[src/rtl/reg_rw_pkg.sv]
// Shared definitions for the register read/write controller: op encodings,
// BRAM read latency and the in-flight slot tag carried down the access pipe.
package reg_rw_pkg;

   localparam logic [1:0] OP_READ  = 2'b00;
   localparam logic [1:0] OP_WRITE = 2'b01;
   localparam logic [1:0] OP_ADD   = 2'b10;
   localparam logic [1:0] OP_RSVD  = 2'b11;

   localparam int MEM_RD_LAT = 2;

   // valid: slot occupied; acc: real BRAM access; resp: produces a response;
   // zero: response data forced to 0; add: first half of an atomic add
   typedef struct packed {
      logic valid;
      logic acc;
      logic resp;
      logic zero;
      logic add;
   } slot_t;

endpackage

[src/rtl/reg_rw_resp_fifo.sv]
// Response buffer: synchronous FIFO with a registered output stage
// (first-word fall-through) and a total occupancy count.
module reg_rw_resp_fifo #(
   parameter int DEPTH = 4,
   parameter int WIDTH = 32,
   parameter int CW    = $clog2(DEPTH + 1)
) (
   input  logic             clk,
   input  logic             rst,
   input  logic             push,
   input  logic [WIDTH-1:0] push_data,
   input  logic             out_ready,
   output logic             out_valid,
   output logic [WIDTH-1:0] out_data,
   output logic [CW-1:0]    count
);

   localparam int AW = $clog2(DEPTH);

   logic [WIDTH-1:0] store [DEPTH];
   logic [AW-1:0]    wr_ptr;
   logic [AW-1:0]    rd_ptr;
   logic [CW-1:0]    buf_count;
   logic             load;
   logic             bypass;
   logic             store_wr;
   logic             store_rd;

   // The output stage reloads when empty or being consumed; a push goes
   // straight to it only if nothing older is waiting in storage.
   assign load     = !out_valid || out_ready;
   assign bypass   = push && load && (buf_count == '0);
   assign store_wr = push && !bypass;
   assign store_rd = load && (buf_count != '0);
   assign count    = buf_count + CW'(out_valid);

   always_ff @(posedge clk) begin
      if (store_wr) store[wr_ptr] <= push_data;
   end

   always_ff @(posedge clk or posedge rst) begin
      if (rst) begin
         out_valid <= 1'b0;
         out_data  <= '0;
         wr_ptr    <= '0;
         rd_ptr    <= '0;
         buf_count <= '0;
      end else begin
         if (store_rd) begin
            out_valid <= 1'b1;
            out_data  <= store[rd_ptr];
            rd_ptr    <= rd_ptr + 1'b1;
         end else if (bypass) begin
            out_valid <= 1'b1;
            out_data  <= push_data;
         end else if (load) begin
            out_valid <= 1'b0;
         end
         if (store_wr) wr_ptr <= wr_ptr + 1'b1;
         case ({store_wr, store_rd})
            2'b10:   buf_count <= buf_count + 1'b1;
            2'b01:   buf_count <= buf_count - 1'b1;
            default: buf_count <= buf_count;
         endcase
      end
   end

endmodule

[src/rtl/reg_rw_ctrl.sv]
// Register read/write controller in front of a single-port BRAM with a
// 2-cycle registered read. Optional atomic add: define REG_RW_ATOMIC_ADD_EN.
module reg_rw_ctrl
   import reg_rw_pkg::*;
#(
   parameter int L2_DEPTH   = 8,
   parameter int WIDTH      = 32,
   parameter int FIFO_DEPTH = 4
) (
   input  logic                clk,
   input  logic                rst,
   input  logic                req_valid,
   output logic                req_ready,
   input  logic [1:0]          req_op,
   input  logic [L2_DEPTH-1:0] req_index,
   input  logic [WIDTH-1:0]    req_data,
   output logic                resp_valid,
   input  logic                resp_ready,
   output logic [WIDTH-1:0]    resp_data,
   output logic                mem_en,
   output logic                mem_we,
   output logic                mem_regce,
   output logic                mem_rst,
   output logic [L2_DEPTH-1:0] mem_addr,
   output logic [WIDTH-1:0]    mem_din,
   input  logic [WIDTH-1:0]    mem_dout
);

   localparam int CW = $clog2(FIFO_DEPTH + 1);

   slot_t            pipe [MEM_RD_LAT];
   slot_t            issue_slot;
   slot_t            last;
   logic             ready_en;
   logic             busy;
   logic             accept;
   logic             credit_ok;
   logic [CW-1:0]    occ;
   logic [CW-1:0]    inflight;
   logic [CW:0]      used;
   logic             push;
   logic [WIDTH-1:0] push_data;

   // Handshakes: a transfer happens on a rising edge where valid and ready
   // are both high; ready never depends on valid, and a valid response holds
   // its data until taken.
   always_comb begin
      inflight = '0;
      for (int i = 0; i < MEM_RD_LAT; i++) inflight = inflight + CW'(pipe[i].valid);
   end

   assign used      = {1'b0, occ} + {1'b0, inflight};
   assign credit_ok = used < (CW + 1)'(FIFO_DEPTH);
   assign req_ready = ready_en && !rst && !busy && credit_ok;
   assign accept    = req_valid && req_ready;
   assign mem_rst   = rst;
   assign mem_regce = pipe[0].valid && pipe[0].acc;
   assign last      = pipe[MEM_RD_LAT-1];
   assign push      = last.valid && last.resp;
   assign push_data = last.zero ? '0 : mem_dout;

`ifdef REG_RW_ATOMIC_ADD_EN
   logic                wb_pending;
   logic [L2_DEPTH-1:0] add_index;
   logic [WIDTH-1:0]    add_operand;
   logic [WIDTH-1:0]    add_sum;

   // The old value arrives on mem_dout at the end of T+2; the sum is written
   // back in T+3 and its write-first echo is tagged as producing no response.
   always_ff @(posedge clk or posedge rst) begin
      if (rst) begin
         wb_pending  <= 1'b0;
         add_index   <= '0;
         add_operand <= '0;
         add_sum     <= '0;
      end else begin
         if (accept && req_op == OP_ADD) begin
            add_index   <= req_index;
            add_operand <= req_data;
         end
         wb_pending <= last.valid && last.add;
         if (last.valid && last.add) add_sum <= mem_dout + add_operand;
      end
   end

   always_comb begin
      busy = wb_pending;
      for (int i = 0; i < MEM_RD_LAT; i++) busy = busy | (pipe[i].valid & pipe[i].add);
   end
`else
   assign busy = 1'b0;
`endif

   always_comb begin
      mem_en     = 1'b0;
      mem_we     = 1'b0;
      mem_addr   = req_index;
      mem_din    = req_data;
      issue_slot = '0;
`ifdef REG_RW_ATOMIC_ADD_EN
      if (wb_pending) begin
         mem_en         = 1'b1;
         mem_we         = 1'b1;
         mem_addr       = add_index;
         mem_din        = add_sum;
         issue_slot.valid = 1'b1;
         issue_slot.acc   = 1'b1;
      end else
`endif
      if (accept) begin
         issue_slot.valid = 1'b1;
         issue_slot.resp  = 1'b1;
         case (req_op)
            OP_READ: begin
               mem_en         = 1'b1;
               issue_slot.acc = 1'b1;
            end
            OP_WRITE: begin
               mem_en         = 1'b1;
               mem_we         = 1'b1;
               issue_slot.acc = 1'b1;
            end
`ifdef REG_RW_ATOMIC_ADD_EN
            OP_ADD: begin
               mem_en         = 1'b1;
               issue_slot.acc = 1'b1;
               issue_slot.add = 1'b1;
            end
`endif
            default: issue_slot.zero = 1'b1;
         endcase
      end
   end

   always_ff @(posedge clk or posedge rst) begin
      if (rst) begin
         ready_en <= 1'b0;
         for (int i = 0; i < MEM_RD_LAT; i++) pipe[i] <= '0;
      end else begin
         ready_en <= 1'b1;
         pipe[0]  <= issue_slot;
         for (int i = 1; i < MEM_RD_LAT; i++) pipe[i] <= pipe[i-1];
      end
   end

   reg_rw_resp_fifo #(
      .DEPTH (FIFO_DEPTH),
      .WIDTH (WIDTH),
      .CW    (CW)
   ) u_resp_fifo (
      .clk       (clk),
      .rst       (rst),
      .push      (push),
      .push_data (push_data),
      .out_ready (resp_ready),
      .out_valid (resp_valid),
      .out_data  (resp_data),
      .count     (occ)
   );

endmodule

[config.mk]
export PLATFORM = sky130hd
export DESIGN_NAME = reg_rw_ctrl
export DESIGN_NICKNAME = d
export VERILOG_FILES = /design/src/rtl/reg_rw_pkg.sv /design/src/rtl/reg_rw_resp_fifo.sv /design/src/rtl/reg_rw_ctrl.sv
export SDC_FILE = /design/constraint.sdc
export NUM_CORES = 1
export LEC_CHECK = 0
export BUFFER_PORTS_ARGS = -buffer_cell sky130_fd_sc_hd__buf_2
export CORE_UTILIZATION = 59
export CTS_CLUSTER_DIAMETER = 200
export DETAILED_ROUTE_END_ITERATION = 6
export PLACE_DENSITY = 0.9
export SETUP_SLACK_MARGIN = 0.5
export SLEW_MARGIN = 20
export SYNTH_ARGS = -nofsm -noshare
export SYNTH_HDL_FRONTEND = slang
export SYNTH_SLANG_ARGS = --single-unit
[constraint.sdc]
create_clock -name clk -period 7.4 [get_ports clk]
set_clock_uncertainty 0.2 [all_clocks]
set_input_delay 0 -clock clk [delete_from_list [all_inputs] [get_ports clk]]
set_output_delay 0 -clock clk [all_outputs]
set_load 0.05 [all_outputs]
==> Implementation_results.wiki <==
{| class="wikitable"
! Metric !! Value
|-
| Final number of hold-violating endpoints || 0
|-
| Slowest cell on the critical path || sky130_fd_sc_hd__o21ai_4
|-
| Headroom to the max-slew limit || 0.300
|-
| Number of cells on the worst hold path || 4
|-
| Post-synth design cell area || 7310 um^2
|-
| Layout Area Growth over Synthesis || 20.9%
|-
| Global Route Usage Sum || 0.258
|-
| Crit Reg-Reg Startpoint || u_resp_fifo.buf_count[2]$_DFFE_PP0P_
|-
| Transition time of the tightest slew-check pin || about 1.0 ns
|-
| Via count of the first global-routing pass || roughly 4400
|-
| Critical Path Fanout Max || 35
|-
| Number of library cell types mapped by synthesis || 33
|-
| Wire length of the first global-routing pass || 23700 um
|-
| Post-Synthesis Net Count || just over 500
|-
| Final layout net count || around 610
|-
| Initial cell density of the core || 0.606
|-
| CTS tree || done
|-
| Aggregate global routing overflow || 0
|-
| Remaining antenna violation count after routing || 0
|-
| Static power due to leakage || ~3.4 nW
|-
| Hold_ws || ~0.016 ns
|-
| Overall die area || about 13000 um^2
|-
| Endpoint of the most critical register-to-register path || u_resp_fifo.out_data[19]$_DFFE_PP0P_
|-
| Number of max-capacitance violations reported || 0
|-
| Number of rows in the core area || 40
|-
| Placement-stage cell area || about 7500 um^2
|-
| Routed wirelength normalized by instance count || ~21 um
|-
| Total core area || around 12000 um^2
|-
| ANT cells || 0
|-
| Top library cells by usage in the layout, fill and taps aside || sky130_fd_sc_hd__edfxtp_1 (128), sky130_fd_sc_hd__dlygate4sd3_1 (77), sky130_fd_sc_hd__buf_2 (75)
|-
| Classification of the worst setup path || reg2reg
|-
| Final standard cell count with taps included and fillers excluded || around 710
|-
| Fill cell count || around 750
|-
| # port buffers || 75
|-
| Most common cell after layout, fill and taps aside || sky130_fd_sc_hd__edfxtp_1
|-
| H-tree Lvls || 4
|-
| Pins Over Slew Limit || 0
|-
| Max clock buf depth || 2
|-
| Number of top-level design ports || 156
|-
| Post-CTS setup buffer count || 0
|-
| Count of buffering cells on the critical path with inverters included || 0
|-
| Post-synthesis sequential area ratio || 0.684
|-
| Timing-limited maximum frequency || about 350 MHz
|-
| Flops & latches, synth || 174
|-
| Endpoint type of the worst setup path || register
|-
| P per Cell Area || around 390 nW/um^2
|-
| Number of setup violations in the final report || 0
|-
| Total CTS buffers || 17
|-
| Worst Hold Endpoint || u_resp_fifo.out_valid$_DFFE_PP0P_
|-
| TritonCTS sink count || 174
|-
| Startpoint class of the critical path || register
|-
| Last weighted congestion value of the routability-driven placer || 0.752
|-
| Detailed placer's ending HPWL || 8190 um
|-
| Share of the clock period used by the worst path after layout || 0.381
|-
| Average cell area after synthesis || between 15 and 20 um^2
|-
| Length of the first detailed-routing pass in iterations || 4
|-
| Iteration-0 DRC Markers || about 240
|-
| Tot Pwr || ~3.5 mW
|-
| Hold Crit Start || resp_ready
|-
| Ordered cell list for the critical path || or3_2 -> o21ai_4 -> a221o_1
|-
| Remaining DRCs || 0
|-
| Via count of the routed design || 4122
|-
| Worst min path class || in2reg
|-
| Clock slew seen by the registers of the worst setup and hold paths || 0.06 ns
|-
| Worst R2R Setup Slack || between 4 and 5 ns
|-
| Gate family responsible for the most delay along the worst path || compound AO/OA/AOI/OAI gates
|-
| Post-Route Setup TNS || 0 ns
|-
| Critical path startpoint || u_resp_fifo.buf_count[2]$_DFFE_PP0P_
|-
| Mapped Cells || around 420
|-
| Yosys warns || 0
|-
| Die height || approximately 110 um
|-
| Slowest Stage Delay on Critical Path || 0.92 ns
|-
| Crit path arrival time || just under 3 ns
|-
| Unrepaired setup endpoints after global routing || false
|-
| Initial antenna violation count || 0
|-
| Maximum number of pins on one net before global-route repair || 47
|-
| Outcome || complete, no violations
|-
| Crit path time final || 2.82 ns
|-
| Total routed wirelength || 15200 um
|-
| Design Area, Final || between 8000 and 9000 um^2
|-
| DR vias/cell || approximately 5.8
|-
| Share of final-layout standard cells stronger than drive strength 1 || 0.267
|-
| Die Width || between 100 and 150 um
|-
| Area occupied by multi-input gates || 1820 um^2
|-
| CTS root buf || sky130_fd_sc_hd__clkbuf_16
|-
| Peak supply drop || ~0.24 mV
|-
| Dpl cells || approximately 600
|-
| Clk Latency, worst-skew pair || ~0.42 ns
|-
| Worst endpoint required time || about 7.6 ns
|-
| Register-to-Register Path Depth || 3
|-
| Flip-flop and latch area || between 4000 and 5000 um^2
|}
## Yosys cell counts
library cell	count	share of area
sky130_fd_sc_hd__ha_1	8	0.014
sky130_fd_sc_hd__dfrtp_1	46	0.16
sky130_fd_sc_hd__a21o_1	1	0.0010
sky130_fd_sc_hd__xnor2_1	3	0.0036
sky130_fd_sc_hd__and3_1	33	0.028
sky130_fd_sc_hd__buf_12	3	0.0082
sky130_fd_sc_hd__a21boi_1	1	0.0010
sky130_fd_sc_hd__and2_1	7	0.0060
sky130_fd_sc_hd__nor2_1	1	0.00051
sky130_fd_sc_hd__nor2b_1	33	0.028
sky130_fd_sc_hd__or3_1	1	0.00086
sky130_fd_sc_hd__mux2i_1	1	0.0014
sky130_fd_sc_hd__nand2_1	1	0.00051
sky130_fd_sc_hd__nand3_1	1	0.00068
sky130_fd_sc_hd__nand2b_1	2	0.0017
sky130_fd_sc_hd__o21ai_2	1	0.0012
sky130_fd_sc_hd__mux4_1	4	0.014
sky130_fd_sc_hd__mux4_2	28	0.086
sky130_fd_sc_hd__fa_1	1	0.0027
sky130_fd_sc_hd__buf_4	41	0.042
sky130_fd_sc_hd__nor3_1	1	0.00068
sky130_fd_sc_hd__inv_1	8	0.0041
sky130_fd_sc_hd__buf_2	7	0.0048
sky130_fd_sc_hd__a211oi_1	1	0.0010
sky130_fd_sc_hd__conb_1	1	0.00051
sky130_fd_sc_hd__a2111oi_2	1	0.0021
sky130_fd_sc_hd__a221o_1	32	0.044
sky130_fd_sc_hd__edfxtp_1	128	0.53
sky130_fd_sc_hd__and3b_1	1	0.0012
sky130_fd_sc_hd__clkbuf_1	15	0.0077
sky130_fd_sc_hd__xor2_1	4	0.0048
sky130_fd_sc_hd__buf_6	1	0.0015
sky130_fd_sc_hd__mux2_2	1	0.0015
## state kept, by name, summed over array words and instances, names as in the netlist
name,cells
u_resp_fifo.wr_ptr,2
last,2
u_resp_fifo.out_data,32
u_resp_fifo.rd_ptr,2
u_resp_fifo.store,128
ready_en,1
u_resp_fifo.buf_count,3
u_resp_fifo.out_valid,1
pipe,3
## how the worst max path moves through the flow
stage / endpoint / depth (start not counted) / slack (ns)
2_1_floorplan: pipe[8]$_DFF_PP0_ / 5 / 4.39
3_5_place_dp: u_resp_fifo.buf_count[2]$_DFFE_PP0P_ / 8 / 4.39
4_1_cts: u_resp_fifo.buf_count[2]$_DFFE_PP0P_ / 8 / 4.37
6_report: u_resp_fifo.out_data[19]$_DFFE_PP0P_ / 3 / 4.58
3_3_place_gp: u_resp_fifo.buf_count[2]$_DFFE_PP0P_ / 8 / 4.54
5_1_grt: mem_en / 6 / 4.47
## power breakdown
part           leakage [nW]  switching (mW)  internal (mW)
combinational          1.44           0.732          0.461
sequential             1.71           0.161           1.22
clock                 0.286           0.356          0.538
total                  3.44            1.25           2.21
## cell type report
type	count	area share
multi-input combinational	169	0.207
tap	168	0.0238
sequential	174	0.566
clock inverter	11	0.0160
timing repair buffer	156	0.133
inverter	8	0.00354
clock buffer	21	0.0510
## per-layer routing
metal / track usage / vias to the layer above / part of all wire
met2: 0.440 / 229 / 0.52
met3: 0.0573 / 17 / 0.069
met1: 0.328 / 2079 / 0.39
met5: 0 / - / 0
met4: 0.0939 / 0 / 0.016
li1: - / 1797 / -
## worst min-delay path, cell delays in order
cell and delay (ns):
sky130_fd_sc_hd__buf_2 0.09, sky130_fd_sc_hd__nand2b_1 0.14, sky130_fd_sc_hd__buf_4 0.25, sky130_fd_sc_hd__nand2_1 0.11
## through the flow
step	setup slack [ns]	util
finish	4.58	0.732
global route	4.47	0.732
CTS	4.37	0.732
detailed placement	4.39	0.619
global placement	4.54	0.619
floorplan	4.39	-
## cell families after synthesis
logic type	after synthesis	synth area share
DFF	174	0.684
buffers and inverters	75	0.0685
muxes	34	0.104
xor gates and xnor gates	7	0.00839
adders and majority gates	9	0.0164
other	1	0.000513
and+or+nand+nor	81	0.0687
AOI/OAI and AO/OA	37	0.0502
## timing repair
action / 4_1_cts / 5_1_grt
endpoints found under the hold margin: 236 / 0
hold buffers: 77 / 0
resized for setup: 0 / 0
endpoints found under the setup margin: 0 / 0
(Power assumes the default switching activity.)
